## src/rtl/ram_dual_arb.sv

```systemverilog
// Two-requester arbiter in front of a dual-port RAM.
// Writes compete for the RAM write port and reads for the read port, each
// with its own round-robin pointer. A write and a read to the same address
// in the same cycle issue the write only; the read waits one cycle so it
// returns the new data. Read data is steered back to the requester that
// issued the read, one cycle after its grant.
module ram_dual_arb #(
    parameter int WIDTH   = 16,
    parameter int DEPTH   = 32,
    parameter int ADDRESS = 5
) (
    input  logic               i_clk,
    input  logic               i_rst_n,
    input  logic               i_a_req,
    input  logic               i_a_we,
    input  logic [ADDRESS-1:0] i_a_addr,
    input  logic [WIDTH-1:0]   i_a_wdata,
    output logic               o_a_gnt,
    output logic               o_a_rvalid,
    output logic [WIDTH-1:0]   o_a_rdata,
    input  logic               i_b_req,
    input  logic               i_b_we,
    input  logic [ADDRESS-1:0] i_b_addr,
    input  logic [WIDTH-1:0]   i_b_wdata,
    output logic               o_b_gnt,
    output logic               o_b_rvalid,
    output logic [WIDTH-1:0]   o_b_rdata,
    output logic               o_ram_cs,
    output logic               o_ram_valid,
    output logic               o_ram_wr_en,
    output logic [ADDRESS-1:0] o_ram_wr_addr,
    output logic [WIDTH-1:0]   o_ram_wr_data,
    output logic               o_ram_rd_en,
    output logic [ADDRESS-1:0] o_ram_rd_addr,
    input  logic [WIDTH-1:0]   i_ram_rd_data,
    input  logic               i_ram_ready
);

    // The address bus must cover the RAM exactly.
    if (ADDRESS != $clog2(DEPTH)) begin : g_bad_address
        $error("ram_dual_arb: ADDRESS must equal clog2(DEPTH)");
    end

    // Round-robin pointers: 0 favours A, 1 favours B.
    logic wr_prio;
    logic rd_prio;

    // Read owner, one cycle behind the read grant.
    logic vld_a_p1;
    logic vld_b_p1;

    // Request decode and arbitration (stage p0, combinational).
    logic en_p0;
    logic wr_a_p0, wr_b_p0, rd_a_p0, rd_b_p0;
    logic wr_sel_a_p0, wr_sel_b_p0, rd_sel_a_p0, rd_sel_b_p0;
    logic hazard_p0;
    logic wr_gnt_a_p0, wr_gnt_b_p0, rd_gnt_a_p0, rd_gnt_b_p0;
    logic [ADDRESS-1:0] wr_addr_p0, rd_addr_p0;

    // Holding reset also blocks grants so every output is quiet during reset.
    assign en_p0   = i_ram_ready & i_rst_n;

    assign wr_a_p0 = i_a_req &  i_a_we;
    assign wr_b_p0 = i_b_req &  i_b_we;
    assign rd_a_p0 = i_a_req & ~i_a_we;
    assign rd_b_p0 = i_b_req & ~i_b_we;

    assign wr_sel_a_p0 = wr_a_p0 & (~wr_b_p0 | ~wr_prio);
    assign wr_sel_b_p0 = wr_b_p0 & (~wr_a_p0 |  wr_prio);
    assign rd_sel_a_p0 = rd_a_p0 & (~rd_b_p0 | ~rd_prio);
    assign rd_sel_b_p0 = rd_b_p0 & (~rd_a_p0 |  rd_prio);

    // A selected write and a selected read can only come from different
    // requesters, so comparing the two winners' addresses is enough.
    assign wr_addr_p0 = wr_sel_a_p0 ? i_a_addr : i_b_addr;
    assign rd_addr_p0 = rd_sel_a_p0 ? i_a_addr : i_b_addr;
    assign hazard_p0  = (wr_sel_a_p0 | wr_sel_b_p0) & (rd_sel_a_p0 | rd_sel_b_p0)
                      & (wr_addr_p0 == rd_addr_p0);

    assign wr_gnt_a_p0 = en_p0 & wr_sel_a_p0;
    assign wr_gnt_b_p0 = en_p0 & wr_sel_b_p0;
    assign rd_gnt_a_p0 = en_p0 & rd_sel_a_p0 & ~hazard_p0;
    assign rd_gnt_b_p0 = en_p0 & rd_sel_b_p0 & ~hazard_p0;

    // Flip each pointer only when both sides contended for that port and one was granted.
    always_ff @(posedge i_clk or negedge i_rst_n) begin
        if (!i_rst_n) begin
            wr_prio <= 1'b0;
            rd_prio <= 1'b0;
        end else begin
            if (en_p0 && wr_a_p0 && wr_b_p0) begin
                wr_prio <= ~wr_prio;
            end
            if (en_p0 && rd_a_p0 && rd_b_p0) begin
                rd_prio <= ~rd_prio;
            end
        end
    end

    // Stage p0 -> p1: remember who owns the read data arriving next cycle.
    always_ff @(posedge i_clk or negedge i_rst_n) begin
        if (!i_rst_n) begin
            vld_a_p1 <= 1'b0;
            vld_b_p1 <= 1'b0;
        end else begin
            vld_a_p1 <= rd_gnt_a_p0;
            vld_b_p1 <= rd_gnt_b_p0;
        end
    end

    // Drive RAM strobes, grants and returned read data; idle buses stay at zero.
    always_comb begin
        o_ram_wr_en   = wr_gnt_a_p0 | wr_gnt_b_p0;
        o_ram_valid   = wr_gnt_a_p0 | wr_gnt_b_p0;
        o_ram_rd_en   = rd_gnt_a_p0 | rd_gnt_b_p0;
        o_ram_cs      = o_ram_wr_en | o_ram_rd_en;
        o_ram_wr_addr = '0;
        o_ram_wr_data = '0;
        o_ram_rd_addr = '0;
        if (wr_gnt_a_p0) begin
            o_ram_wr_addr = i_a_addr;
            o_ram_wr_data = i_a_wdata;
        end else if (wr_gnt_b_p0) begin
            o_ram_wr_addr = i_b_addr;
            o_ram_wr_data = i_b_wdata;
        end
        if (rd_gnt_a_p0) begin
            o_ram_rd_addr = i_a_addr;
        end else if (rd_gnt_b_p0) begin
            o_ram_rd_addr = i_b_addr;
        end
        o_a_gnt    = wr_gnt_a_p0 | rd_gnt_a_p0;
        o_b_gnt    = wr_gnt_b_p0 | rd_gnt_b_p0;
        o_a_rvalid = vld_a_p1;
        o_b_rvalid = vld_b_p1;
        o_a_rdata  = vld_a_p1 ? i_ram_rd_data : '0;
        o_b_rdata  = vld_b_p1 ? i_ram_rd_data : '0;
    end

endmodule

```

## config.mk

```make
export PLATFORM = sky130hd
export DESIGN_NAME = ram_dual_arb
export DESIGN_NICKNAME = d
export VERILOG_FILES = /design/src/rtl/ram_dual_arb.sv
export SDC_FILE = /design/constraint.sdc
export NUM_CORES = 1
export LEC_CHECK = 0
export ABC_AREA = 0
export BUFFER_PORTS_ARGS = -buffer_cell sky130_fd_sc_hd__buf_2
export CORE_ASPECT_RATIO = 1.25
export CORE_UTILIZATION = 30
export CTS_BUF_LIST = sky130_fd_sc_hd__clkbuf_4 sky130_fd_sc_hd__clkbuf_8
export DETAILED_ROUTE_END_ITERATION = 12
export PLACE_DENSITY = 0.83
export SYNTH_ARGS = -nofsm -noshare
export SYNTH_HDL_FRONTEND = slang
export SYNTH_SLANG_ARGS = --single-unit
```

## constraint.sdc

```tcl
create_clock -name i_clk -period 1.95 [get_ports i_clk]
set_input_delay 0.39 -clock i_clk [delete_from_list [all_inputs] [get_ports i_clk]]
set_output_delay 0.39 -clock i_clk [all_outputs]
set_load 0.005 [all_outputs]
```

== Word-level counts from Yosys, hierarchy flattened ==
Index checks and enable logic that the tools add are counted.
Storage, ports and cells
  flip-flop bits (word level): 4
  input port bits: 65
  output and inout bits: 66
  word-level logic and storage cells: 56
Operators by class
  multiplexer cells: 10
  bitwise operators: 37
  equality and inequality tests: 1
  reduce and logical (&&, ||, !) cells: 4
Operators with widths (number)
  $mux 16: 4
  $mux 5: 6
  $and 1x1->1: 17
  $or 1x1->1: 11
  $not 1->1: 9
  $eq 5x5->1: 1
  $logic_and 1x1->1: 4

== Depth between registers and ports, before layout ==
  word-level depth: 12
  gate-level depth with buffers: 5

== Worst setup path after synthesis ==
Ideal clock, no wire load.
  path kind: in2out
  start point: input i_a_addr[1]
  end point: output o_ram_cs
  required time: 1560 ps
  slack: 441 ps
  cell stages on the path: 5
  path buffers: 1
  arrival time: 1119 ps
  cell sequence: xnor2_1 > nand3_1 > nor4_4 > buf_6 > o21bai_2
On the way
  word-level cells in the longest chain between the ends: 7
  elaborated cells on any way between the ends: 9
  those cells by class: eq/ne: 1; mux: 2; bitwise: 6
RTL lines
  start, declared: line 16  | input logic [ADDRESS-1:0] i_a_addr,
  $mux 5, on equally long branches: line 75, 76
  $eq 5x5->1 *: line 78  | & (wr_addr_p0 == rd_addr_p0);
  $and 1x1->1 *: line 78
  $not 1->1 *: line 82, 83
  $and 1x1->1, on equally long branches: line 82, 83
  $or 1x1->1 *: line 115  | o_ram_rd_en = rd_gnt_a_p0 | rd_gnt_b_p0;
  $or 1x1->1 *: line 116  | o_ram_cs = o_ram_wr_en | o_ram_rd_en;
  end, declared: line 28  | output logic o_ram_cs,
Mark *: on every way between the ends. The rest lies on a longest branch, timed or not.

== Final worst setup path ==
  start point: input i_a_we
  end point: output o_ram_rd_addr[2]
On the way
  word-level cells in the longest chain between the ends: 12
  elaborated cells on any way between the ends: 25
  those cells by class: eq/ne: 1; mux: 4; bitwise: 20
RTL lines
  start, declared: line 15  | input logic i_a_we,
  $not 1->1: line 65  | assign rd_a_p0 = i_a_req & ~i_a_we;
  $and 1x1->1: line 65
  $not 1->1: line 71  | assign rd_sel_b_p0 = rd_b_p0 & (~rd_a_p0 | rd_prio);
  $or 1x1->1: line 71
  $and 1x1->1: line 71
  $or 1x1->1: line 77  | assign hazard_p0 = (wr_sel_a_p0 | wr_sel_b_p0) & (rd_sel_a_p0 | rd_sel_b_p0)
  $and 1x1->1: line 77
  $and 1x1->1: line 78
  $not 1->1: line 82, 83
  $and 1x1->1: line 83  | assign rd_gnt_b_p0 = en_p0 & rd_sel_b_p0 & ~hazard_p0;
  $mux 5: line 129  | end else if (rd_gnt_b_p0) begin
  $mux 5 *: line 127  | if (rd_gnt_a_p0) begin
  end, declared: line 34  | output logic [ADDRESS-1:0] o_ram_rd_addr,
Marks and branches as above.

==> summary.json <==
{
  "cells_and_area": {
    "antenna_cells_inserted": 0,
    "layout.cells.most_common": "sky130_fd_sc_hd__buf_2",
    "finalNetCount": 307,
    "final_layout_size_suffix_gt1_frac": 0.6000,
    "area_growth_pct": 84.59,
    "layout_common_cells": "130 x sky130_fd_sc_hd__buf_2, 32 x sky130_fd_sc_hd__and2_1, 21 x sky130_fd_sc_hd__a22o_1, 12 x sky130_fd_sc_hd__nor2_1",
    "final_design_area_no_fill_mm2": 0.001589,
    "finalCoreUtilization": 0.5871,
    "fillerInstances": 265
  },
  "cts": {
    "cts.htree.levels": 1,
    "clock_tree.buffer_depth": 2,
    "tritoncts.num_buffers": 3,
    "worst_skew_pair.late_latency_ns": 0.24,
    "path_clk_slew_ns": 0.04,
    "tritoncts_clock_tree": "done",
    "ctsRootBufferMaster": "sky130_fd_sc_hd__clkbuf_4",
    "clock_sink_count": 4
  },
  "synthesis": {
    "syn_inst": 111,
    "syn_area_um2": 860.8,
    "yosys_warnings": 0,
    "synth_async_sr_flop_share": 1.000,
    "synthTopCellsByArea": "sky130_fd_sc_hd__and2_1 23%, sky130_fd_sc_hd__a22o_1 21%, sky130_fd_sc_hd__dfrtp_1 12%, sky130_fd_sc_hd__nor2_1 5.2%, sky130_fd_sc_hd__xor2_1 5.1%",
    "yosys_register_bits": 4,
    "mappedNetlistNets": 176,
    "synth-edff-count": 0,
    "yosysTopAreaCellShare": 0.2326,
    "synth.yosys.seq_area_share": 0.1163,
    "yosys.area.top_type": "sky130_fd_sc_hd__and2_1",
    "syn-mean-instance-area_um2": 7.755,
    "distinct_cell_type_count_of_the_synthesized_netlist": 26,
    "synth_top_flop_cell": "sky130_fd_sc_hd__dfrtp_1"
  },
  "drt": {
    "drt-vias-per-instance": 4.799,
    "route.antenna.remaining_nets": 0,
    "num_vias": 1315,
    "detail_route.wirelength_um": 3156,
    "detail_route.iter0.violations": 20,
    "drt_drc_violations_left": 0,
    "dr.pass1.iters": 4,
    "avgRoutedWirePerCell_um": 11.52
  },
  "critical_path": {
    "worstPathCellList": "buf_2 > nand4b_1 > a31oi_4 > a22oi_1 > nor2_1 > buf_2",
    "start_kind": "primary input",
    "endpoint_kind": "primary output",
    "critPathRequiredTime_ns": 1.56,
    "cp_common_cell": "sky130_fd_sc_hd__buf_2",
    "worst_ep_arrival_time_ns": 1.45,
    "cp_num_buf_inv": 2,
    "worst_path_max_delay_cell": "sky130_fd_sc_hd__a31oi_4",
    "critPathKind": "primary input to primary output",
    "critPathMaxStageDelay_ns": 0.30,
    "path_delay_family": "compound AO/OA/AOI/OAI gates",
    "worstPathMaxFanout": 7
  },
  "placed_design": {
    "number_of_buffers_inserted_by_port_buffering": 130,
    "globalplace.congestion": 0.8114,
    "hpwl_dp_um": 2572,
    "place_area_mm2": 0.001543
  },
  "grt": {
    "first_global_vias": 1040,
    "antenna_found_initial": 0,
    "grt_first_pass_wirelength_um": 4298,
    "groute.usage.overall": 0.1829,
    "maximum_number_of_pins_on_one_net_before_global_route_repair": 23,
    "grt_overflow_total": 0
  },
  "floorplanning": {
    "dieHeight_um": 61.89,
    "placeableCoreArea_mm2": 0.002706,
    "ios": 131,
    "dieWidth_um": 49.91,
    "starting_density_of_the_core": 0.3181,
    "floorplan.die_area_mm2": 0.003089,
    "rows": 21
  },
  "sta": {
    "timing_hold_violations_final": 0,
    "setup_viol_count_final": 0,
    "final_worst_path_period_need_ns": 1.835,
    "timing.max_slew.rel_slack": 0.7628,
    "tns_ns": 0,
    "maxClockFrequency_ghz": 0.5449,
    "final_max_slew_viol_count": 0,
    "worst-slew-pin-transition_ns": 0.3558,
    "finalClockSkew_ns": 0.006906,
    "finalHoldWorstSlack_ns": 0.5215,
    "min_period_over_period": 0.9411
  },
  "power_and_ir_drop": {
    "cellInternalPower_w": 0.0002881,
    "share_seq_of_total_power": 0.306,
    "sw_frac": 0.3594,
    "clock_power_share": 0.232,
    "power.total_w": 0.0004498,
    "combinationalPowerShare": 0.462,
    "worst_vdd_drop_uv": 212.7,
    "power.density_mw_per_mm2": 283.1,
    "total_switching_power_w": 0.0001617,
    "total_leakage_power_nw": 0.9916
  },
  "outcome": {
    "outcome": "finished, final reports clean"
  },
  "hold_path": {
    "min_path_type": "flip-flop to flip-flop"
  },
  "flow_run": {
    "max_cap_violations": 0
  }
}
## logic make-up (layout without fill, tap and decap cells)
logic type	count (synthesis)	count (layout)	share of synthesized area
AND/OR/NAND/NOR	56	56	0.3983
AO/OA/AOI/OAI	32	32	0.3227
buffers and inverters	11	140	0.08140
XOR/XNOR	8	8	0.08140
flip-flops	4	4	0.1163
## worst register-to-register path, cell delays in order (launching register included)
cell	delay, ns
sky130_fd_sc_hd__dfrtp_1	0.44
sky130_fd_sc_hd__nor3b_2	0.09
sky130_fd_sc_hd__nor3_4	0.28
sky130_fd_sc_hd__inv_2	0.07
sky130_fd_sc_hd__nor2_1	0.12
## cell usage after synthesis (all sizes together) (2+ instances only)
cell type,instances
a22o,21
nor2,12
xnor2,3
buf,6
xor2,5
and2,32
nand2,3
o21bai,3
a31oi,2
a22oi,5
nor3,2
inv,3
nand3,2
dfrtp,4
clkbuf,2
## per-layer routing
| metal | GRT usage | vias to the layer above | part of all wire |
|---|---|---|---|
| met2 | 0.3514 | 91 | 0.51 |
| met3 | 0.06083 | 0 | 0.12 |
| li1 | - | 654 | - |
| met1 | 0.1883 | 570 | 0.37 |
| met4 | 0.06122 | 0 | 0 |
| met5 | 0 | - | 0 |
## final timing paths
path,startpoint,cells past startpoint,slack [ns],endpoint
hold reg to reg,wr_prio$_DFFE_PN0P_,1,0.52,wr_prio$_DFFE_PN0P_
setup reg to reg,rd_prio$_DFFE_PN0P_,4,0.87,o_b_rvalid$_DFF_PN0_
max in group asynchronous,i_rst_n,2,1.21,o_a_rvalid$_DFF_PN0_
hold / removal,wr_prio$_DFFE_PN0P_,1,0.52,wr_prio$_DFFE_PN0P_
min in group asynchronous,i_rst_n,2,0.56,wr_prio$_DFFE_PN0P_
setup / recovery,i_a_we,6,0.11,o_ram_rd_addr[2]
## flip-flops by register name, indices dropped and copies added (netlist names)
name,count
o_a_rvalid,1
rd_prio,1
o_b_rvalid,1
wr_prio,1
## stage by stage
| step | std cells | worst slack (ns) |
|---|---|---|
| global placement | 270 | 0.06641 |
| detailed placement | 270 | 0.05124 |
| floorplan | 111 | 0.4415 |
| finish | 274 | 0.1148 |
| global route | 274 | -0.00009459 |
| CTS | 274 | 0.04950 |
## area by class of cell
type                    instances  area (um2)  share of cell area
well taps                      34       42.54             0.02677
repair buffers                134       708.2              0.4457
inverters                       3       11.26            0.007087
multi-input cells              96       704.4              0.4433
clock buffers                   3       22.52             0.01417
flip-flops and latches          4       100.1             0.06299
## power by group through the flow
stage | Clock [W] | Combinational (W) | Sequential, W
after floorplan | 0 | 0.0000877 | 0.000125
after global placement | 0 | 0.000200 | 0.000133
after detailed placement | 0 | 0.000205 | 0.000132
after CTS | 0.000110 | 0.000207 | 0.000132
after global routing | 0.000117 | 0.000230 | 0.000141
final | 0.000104 | 0.000208 | 0.000137
## what timing repair did
item,CTS,global route
hold endpoints to repair,4,0
hold buffers,1,0
gates resized for setup,0,2
buffers inserted,0,0
setup endpoints to repair,0,7
No activity file was read; power rests on OpenSTA's default activity.
